## config.mk

```make
export PLATFORM = sky130hd
export DESIGN_NAME = stream_rr_arbiter
export DESIGN_NICKNAME = d
export VERILOG_FILES = /design/src/rtl/stream_rr_arbiter.sv
export SDC_FILE = /design/constraint.sdc
export NUM_CORES = 1
export LEC_CHECK = 0
export CAP_MARGIN = 20
export CORE_MARGIN = 1
export CORE_UTILIZATION = 25
export DETAILED_ROUTE_END_ITERATION = 16
export PLACE_DENSITY = 0.6
export SETUP_SLACK_MARGIN = 0.05
export SKIP_LAST_GASP = 1
export SYNTH_ARGS = -nofsm -noshare
export SYNTH_HDL_FRONTEND = slang
export SYNTH_SLANG_ARGS = --single-unit
```

## constraint.sdc

```tcl
create_clock -name clk -period 3.4 [get_ports clk]
set_input_delay 0.51 -clock clk [delete_from_list [all_inputs] [get_ports clk]]
set_output_delay 0.51 -clock clk [all_outputs]
set_load 0.1 [all_outputs]
```

## src/rtl/stream_rr_arbiter.sv

```systemverilog
// Round-robin arbiter sharing one registered valid/ready output stage between
// N upstream streams, granting each winner a burst of up to BURST beats.
module stream_rr_arbiter #(
  parameter int N     = 3,
  parameter int DW    = 16,
  parameter int BURST = 4,
  parameter int CW    = 3
) (
  input  logic            clk,
  input  logic            rst,
  input  logic [N-1:0]    up_valid,
  input  logic [N*DW-1:0] up_data,
  output logic [N-1:0]    up_ready,
  input  logic            down_ready,
  output logic            down_valid,
  output logic [DW-1:0]   down_data,
  output logic [N-1:0]    grant
);

  localparam int IW = (N > 1) ? $clog2(N) : 1;

  typedef enum logic {IDLE, GRANT} state_t;

  state_t        state_reg;
  logic [N-1:0]  grant_reg;
  logic [IW-1:0] last_reg;
  logic [CW-1:0] beat_cnt_reg;
  logic          down_valid_reg;
  logic [DW-1:0] down_data_reg;

  logic [DW-1:0] lane_data [N];
  logic          out_free;

  // The output stage can accept a beat when empty or draining this cycle.
  assign out_free = ~down_valid_reg | down_ready;

  generate
    for (genvar gi = 0; gi < N; gi++) begin : g_lane
      assign lane_data[gi] = up_data[gi*DW +: DW];
      assign up_ready[gi]  = grant_reg[gi] & out_free;
    end
  endgenerate

  // Scan last+1 .. last+N so the previously granted requester is checked last.
  logic          pick_found;
  logic [IW-1:0] pick_idx;
  int            cand;

  always_comb begin
    pick_found = 1'b0;
    pick_idx   = '0;
    cand       = 0;
    for (int k = 1; k <= N; k++) begin
      cand = (int'(last_reg) + k) % N;
      if (!pick_found && up_valid[cand]) begin
        pick_found = 1'b1;
        pick_idx   = IW'(cand);
      end
    end
  end

  // While in GRANT, last_reg always holds the granted index.
  logic          cur_valid;
  logic [DW-1:0] cur_data;
  logic          xfer;
  logic          final_beat;
  logic          burst_end;

  assign cur_valid  = up_valid[last_reg];
  assign cur_data   = lane_data[last_reg];
  assign xfer       = (state_reg == GRANT) & cur_valid & out_free;
  assign final_beat = (beat_cnt_reg == CW'(BURST - 1));
  assign burst_end  = (state_reg == GRANT) & ((xfer & final_beat) | ~cur_valid);

  always_ff @(posedge clk or posedge rst) begin
    if (rst) begin
      state_reg      <= IDLE;
      grant_reg      <= '0;
      last_reg       <= IW'(N - 1);
      beat_cnt_reg   <= '0;
      down_valid_reg <= 1'b0;
      down_data_reg  <= '0;
    end else begin
      if (xfer) begin
        down_valid_reg <= 1'b1;
        down_data_reg  <= cur_data;
      end else if (down_ready) begin
        down_valid_reg <= 1'b0;
      end

      case (state_reg)
        IDLE: begin
          if (pick_found) begin
            state_reg    <= GRANT;
            grant_reg    <= N'(1) << pick_idx;
            beat_cnt_reg <= '0;
            last_reg     <= pick_idx;
          end
        end
        GRANT: begin
          if (burst_end) begin
            // Re-arbitrate in the same cycle so back-to-back bursts have no bubble.
            if (pick_found) begin
              grant_reg    <= N'(1) << pick_idx;
              beat_cnt_reg <= '0;
              last_reg     <= pick_idx;
            end else begin
              state_reg    <= IDLE;
              grant_reg    <= '0;
              beat_cnt_reg <= '0;
            end
          end else if (xfer) begin
            beat_cnt_reg <= beat_cnt_reg + 1'b1;
          end
        end
        default: begin
          state_reg <= IDLE;
          grant_reg <= '0;
        end
      endcase
    end
  end

  assign down_valid = down_valid_reg;
  assign down_data  = down_data_reg;
  assign grant      = grant_reg;

endmodule
```

# --- Word level (Yosys, flattened, before mapping) ---
# Index checks and enable logic that the tools add are counted.
word_totals:
  inputBits: 54
  elab_cells: 79
  register_bits: 26
  out_inout_bits: 23
classes:
  n_reduce_logical: 7
  shifts: 1
  n_bitwise: 13
  n_div: 3
  n_eq_ne: 4
  n_mux: 36
  order_cmp: 5
  n_addsub: 4
op_table:
  columns: ["cell", "n"]
  rows:
  - ["< comparator 32 x 4 -> 1 bit, second input constant", 3]
  - ["modulo 32 x 3 -> 32 bit, second input constant", 3]
  - ["binary-select mux 16 bit (select 2 bit)", 1]
  - ["two-way mux 16 bit", 2]
  - ["two-way mux 3 bit", 6]
  - ["two-way mux 1 bit", 14]
  - ["one-hot mux 3 bit (2 select lines)", 2]
  - ["two-way mux 2 bit", 5]
  - ["binary-select mux 1 bit (select 2 bit)", 4]
  - ["AND 1 bit", 7]
  - ["adder 2 x 2 -> 3 bit, second input constant", 2]
  - ["one-hot mux 2 bit (2 select lines)", 1]
  - ["AND reduction 2 bit", 2]
  - ["adder 2 x 1 -> 3 bit, second input constant", 1]
  - ["adder 3 x 1 -> 3 bit, second input constant", 1]
  - ["equality test 3 x 2 -> 1 bit, second input constant", 1]
  - [">= comparator 3 bit, second input constant", 1]
  - ["< comparator 2 x 3 -> 1 bit, second input constant", 1]
  - ["!= test 3 x 1 -> 1 bit, second input constant", 1]
  - ["NOT 1 bit", 3]
  - ["NOT 2 -> 3 bit", 1]
  - ["left shift 1 x 2 -> 3 bit, first input constant", 1]
  - ["logical AND 1 bit", 2]
  - ["zero test 1 bit", 2]
  - ["5 further kinds", 6]

# --- Longest topological paths before layout ---
depth:
  depth_word: 16
  mapped_depth: 9
  mapped_depth_nobuf: 7

# --- Worst setup path before layout ---
# OpenSTA, ideal clock, no wires.
synth_timing:
  path_type: "reg2reg"
  startpoint: "register last_reg[0]"
  endpoint: "register beat_cnt_reg[0]"
  path_slack_ps: 480
  n_path_buf: 2
  t_required_ps: 3275
  setup_time_ps: 125
  t_arrival_ps: 2795
  path_stages_with_launch: 10
  synth_period_minus_slack_ps: 2920
  path_cell_list: "dfrtp_1 > buf_2 > buf_2 > inv_1 > ha_1 > or2_1 > a32o_1 > a221o_1 > o32ai_4 > mux2_2"
synth_via:
  elab_chain_cells: 14
  elab_cells_between_ends: 35
synth_rtl:
  columns: ["element", "line", "text"]
  rows:
  - ["start: declaration", "26", "logic [IW-1:0] last_reg;"]
  - ["start signal: assignment", "79", "last_reg <= IW'(N - 1);"]
  - ["start signal: assignment", "97", "last_reg <= pick_idx;"]
  - ["start signal: assignment", "106", "last_reg <= pick_idx;"]
  - ["adder 2 x 1 -> 3 bit", "54", "cand = (int'(last_reg) + k) % N;"]
  - ["modulo 32 x 3 -> 32 bit", "54", null]
  - ["binary-select mux 1 bit (select 2 bit)", "55", "if (!pick_found && up_valid[cand]) begin"]
  - ["two-way mux 1 bit (implied by the code) (2 in series)", "55", null]
  - ["two-way mux 1 bit", "55", null]
  - ["zero test 1 bit", "55", null]
  - ["logical AND 1 bit", "55", null]
  - ["two-way mux 1 bit", "55", null]
  - ["zero test 1 bit", "55", null]
  - ["logical AND 1 bit", "55", null]
  - ["two-way mux 1 bit", "55", null]
  - ["!= test 2 bit (no source line)", null, null]
  - ["AND reduction 2 bit (no source line)", null, null]
  - ["end signal: assignment", "113", "beat_cnt_reg <= beat_cnt_reg + 1'b1;"]
  - ["end: declaration", "27", "logic [CW-1:0] beat_cnt_reg;"]
# Parallel ways exist; a longest one is shown, timed or not. The select of a mux whose other input is x is not followed.
# A chain may end at the register's enable or synchronous reset.

# --- Worst setup path in the final report ---
layout_timing:
  startpoint: "register last_reg[1]"
  endpoint: "register beat_cnt_reg[0]"
# The elaborated chain is that of the path after synthesis.

==> run_results.csv <==
group,metric,value,unit
status,status,"complete, no violations",
clock_tree,cts_sinks,26,
floorplanning,fp.dieArea,0.00655,mm²
clock_tree,cts_tree,"yes",
yosys,yosysTopAreaCell,"dfrtp_1",
layout,register_area,652,µm²
yosys,ys_ff_latch,26,
worst_setup_path,path_max_fanout,20,
place,dp_hpwl,3.02,mm
layout,drive_gt1_frac,0.0598,
timing,maxSlewHeadroom,0.333,
timing,skew,4.43,ps
place,place.gp.congestion,0.767,
timing,slew_viol_final,0,
timing,rsz0062_at_grt,"false",
yosys,synth.top_cells.by_area,"dfrtp_1, mux2i_1, a21oi_1",
global_route,grt_max_degree,33,
worst_setup_path,r2r-start,"last_reg[1]",
worst_setup_path,worstSetupEndpointType,"flip-flop",
worst_setup_path,crit_required,3570,ps
clock_tree,cts_resized,0,
timing,max_freq,0.358,GHz
layout,n_fill_cell,633,
flow_run,maxCapViolations,0,
yosys,synthMostInstantiatedCell,"dfrtp_1",
floorplanning,start_util,0.261,
timing,min_period,2790,ps
pwr,p_total,0.00261,W
worst_setup_path,rr_endpoint,"beat_cnt_reg[0]",
min_path,hold_class,"input port to asynchronous set/reset pin",
yosys,yosysSeqAreaShare,0.419,
worst_setup_path,slowest_stage,"dfstp_2",
clock_tree,cts_buffers,3,
worst_setup_path,critPathBufInv,0,
yosys,syn-cell-area,0.00156,mm²
pwr,power.density,1060,mW/mm²
clock_tree,htreeDepth,1,
worst_setup_path,start_kind,"flip-flop",
pwr,p_leak,1.02,nW
yosys,avgSynthCellArea,8.89,µm²
drt,drc,0,
timing,final-setup-viol-count,0,
clock_tree,post-cts-setup-buffers,0,
pwr,ir_drop,0.327,mV
clock_tree,cts_hold_buf,0,
layout,finalNetCount,311,
yosys,yosysUniqueCellTypes,33,
timing,timing.setup.tns,0,ps
clock_tree,clockBufferDepth,2,
layout,largest_register_ffs,16,
drt,wl,3.84,mm
drt,routed_via_density,4.56,
yosys,synth_common_cells,"dfrtp_1, nand2_1, nor2_1",
drt,ant_nets,0,
worst_setup_path,reg2reg_depth,6,
global_route,gr-total-overflow,0,
floorplanning,rows,28,
yosys,synth_ff_type,"dfrtp_1",
worst_setup_path,rrSetupSlack,610,ps
place,io_buffers,76,
yosys,syn_inst,175,
floorplanning,core_area,0.00596,mm²
timing,tightest_slew,997,ps
worst_setup_path,crit_family,"compound AO/OA/AOI/OAI gates",
yosys,yosysWarnings,0,
worst_setup_path,crit_path_max_incr_delay,760,ps
drt,avgRoutedWirePerCell,11.8,µm
worst_setup_path,crit_arrival,2960,ps
floorplanning,io_pins,77,
global_route,grt_first_pass_wirelength,6.30,mm
timing,timing_hold_violations_final,0,
yosys,synth_edf_count,0,
drt,first_pass_iters,4,
drt,drt_iter0_drc,76,
clock_tree,clock_latency,270,ps
global_route,first_global_vias,1382,
worst_setup_path,crit_chain,"ha_1, or2_1, a32o_1, a221o_1, o32ai_4, mux2_2",
clock_tree,cts.clk_slew.worst_paths,90,ps
yosys,synth_nets,234,
worst_setup_path,crit_type,"flip-flop to flip-flop",
yosys,netlist.area_leader.share,0.402,
floorplanning,die_h,80.9,µm
layout,multi_input_area,850,µm²
timing,timing.final.crit_share,0.822,
global_route,grt_usage,0.124,
yosys,async_flop_share,1.00,
floorplanning,die_w,80.9,µm
layout,synthToLayoutAreaGrowth,58.4,%
drt,routed-via-count,1487,
global_route,antenna_found_initial,0,
layout,diodes,0,
clock_tree,cts_root_buffer,"clkbuf_8",
-- cells in the final DEF, fill, tap and decap left out, types with 5 or more instances in the layout --
master	netlist	layout
o21ai_0	18	18
inv_1	6	6
dfrtp_1	25	25
ha_1	5	5
a21oi_1	18	18
buf_4	0	6
nor2_1	19	19
nand2_1	24	24
mux2i_1	18	18
clkdlybuf4s50_1	0	73
-- cell type report --
class | count | share of cell area
Sequential cell | 26 | 0.264
Inverter | 6 | 0.00913
Timing Repair Buffer | 80 | 0.326
Clock buffer | 4 | 0.0183
Tap cell | 75 | 0.0381
Multi-Input combinational cell | 135 | 0.344
-- metal layers --
layer	vias up	share of wire	track usage	wire [µm]
li1	767	-	-	-
met1	667	0.44	0.160	1690
met2	49	0.48	0.197	1840
met3	4	0.074	0.0382	286
met4	0	0.0081	0.0375	31
met5	-	0	0	0
-- worst max-delay path by stage --
stage	end	from	cells after the start
2_1_floorplan	beat_cnt_reg[0]	last_reg[0]	9
3_3_place_gp	beat_cnt_reg[1]	last_reg[1]	6
3_5_place_dp	beat_cnt_reg[1]	last_reg[1]	7
4_1_cts	beat_cnt_reg[1]	last_reg[1]	7
5_1_grt	beat_cnt_reg[2]	last_reg[1]	7
6_report	beat_cnt_reg[0]	last_reg[1]	6
-- worst register-to-register path: cells and delay by family (launching register included) --
kind                       cells  cell delay, ps
AOI/OAI and AO/OA              3             930
DFF                            1             760
adders and majority gates      1             380
muxes                          1             370
and+or+nand+nor                1             260
-- stage by stage --
stage	area [µm²]	setup WS (ps)	utilization	instances	hold WS, ps
after detailed placement	2390	613	0.402	321	469
after global routing	2470	425	0.414	326	447
after global placement	2390	652	0.402	321	462
after CTS	2440	609	0.409	325	490
after floorplan	1560	480	-	175	479
final	2470	605	0.414	326	452
-- power by group --
| part | switching, W | internal (W) | total, W | leakage (nW) |
|---|---|---|---|---|
| clock | 0.0000976 | 0.0000839 | 0.000182 | 0.0228 |
| combinational | 0.00133 | 0.000547 | 0.00188 | 0.668 |
| sequential | 0.000101 | 0.000449 | 0.000550 | 0.326 |
| total | 0.00153 | 0.00108 | 0.00261 | 1.02 |
-- kinds of logic after synthesis --
group / synth area share
and+or+nand+nor: 0.166
AOI/OAI and AO/OA: 0.203
DFF: 0.419
muxes: 0.137
buffers and inverters: 0.0354
adders and majority gates: 0.0402
(Power assumes the default switching activity.)
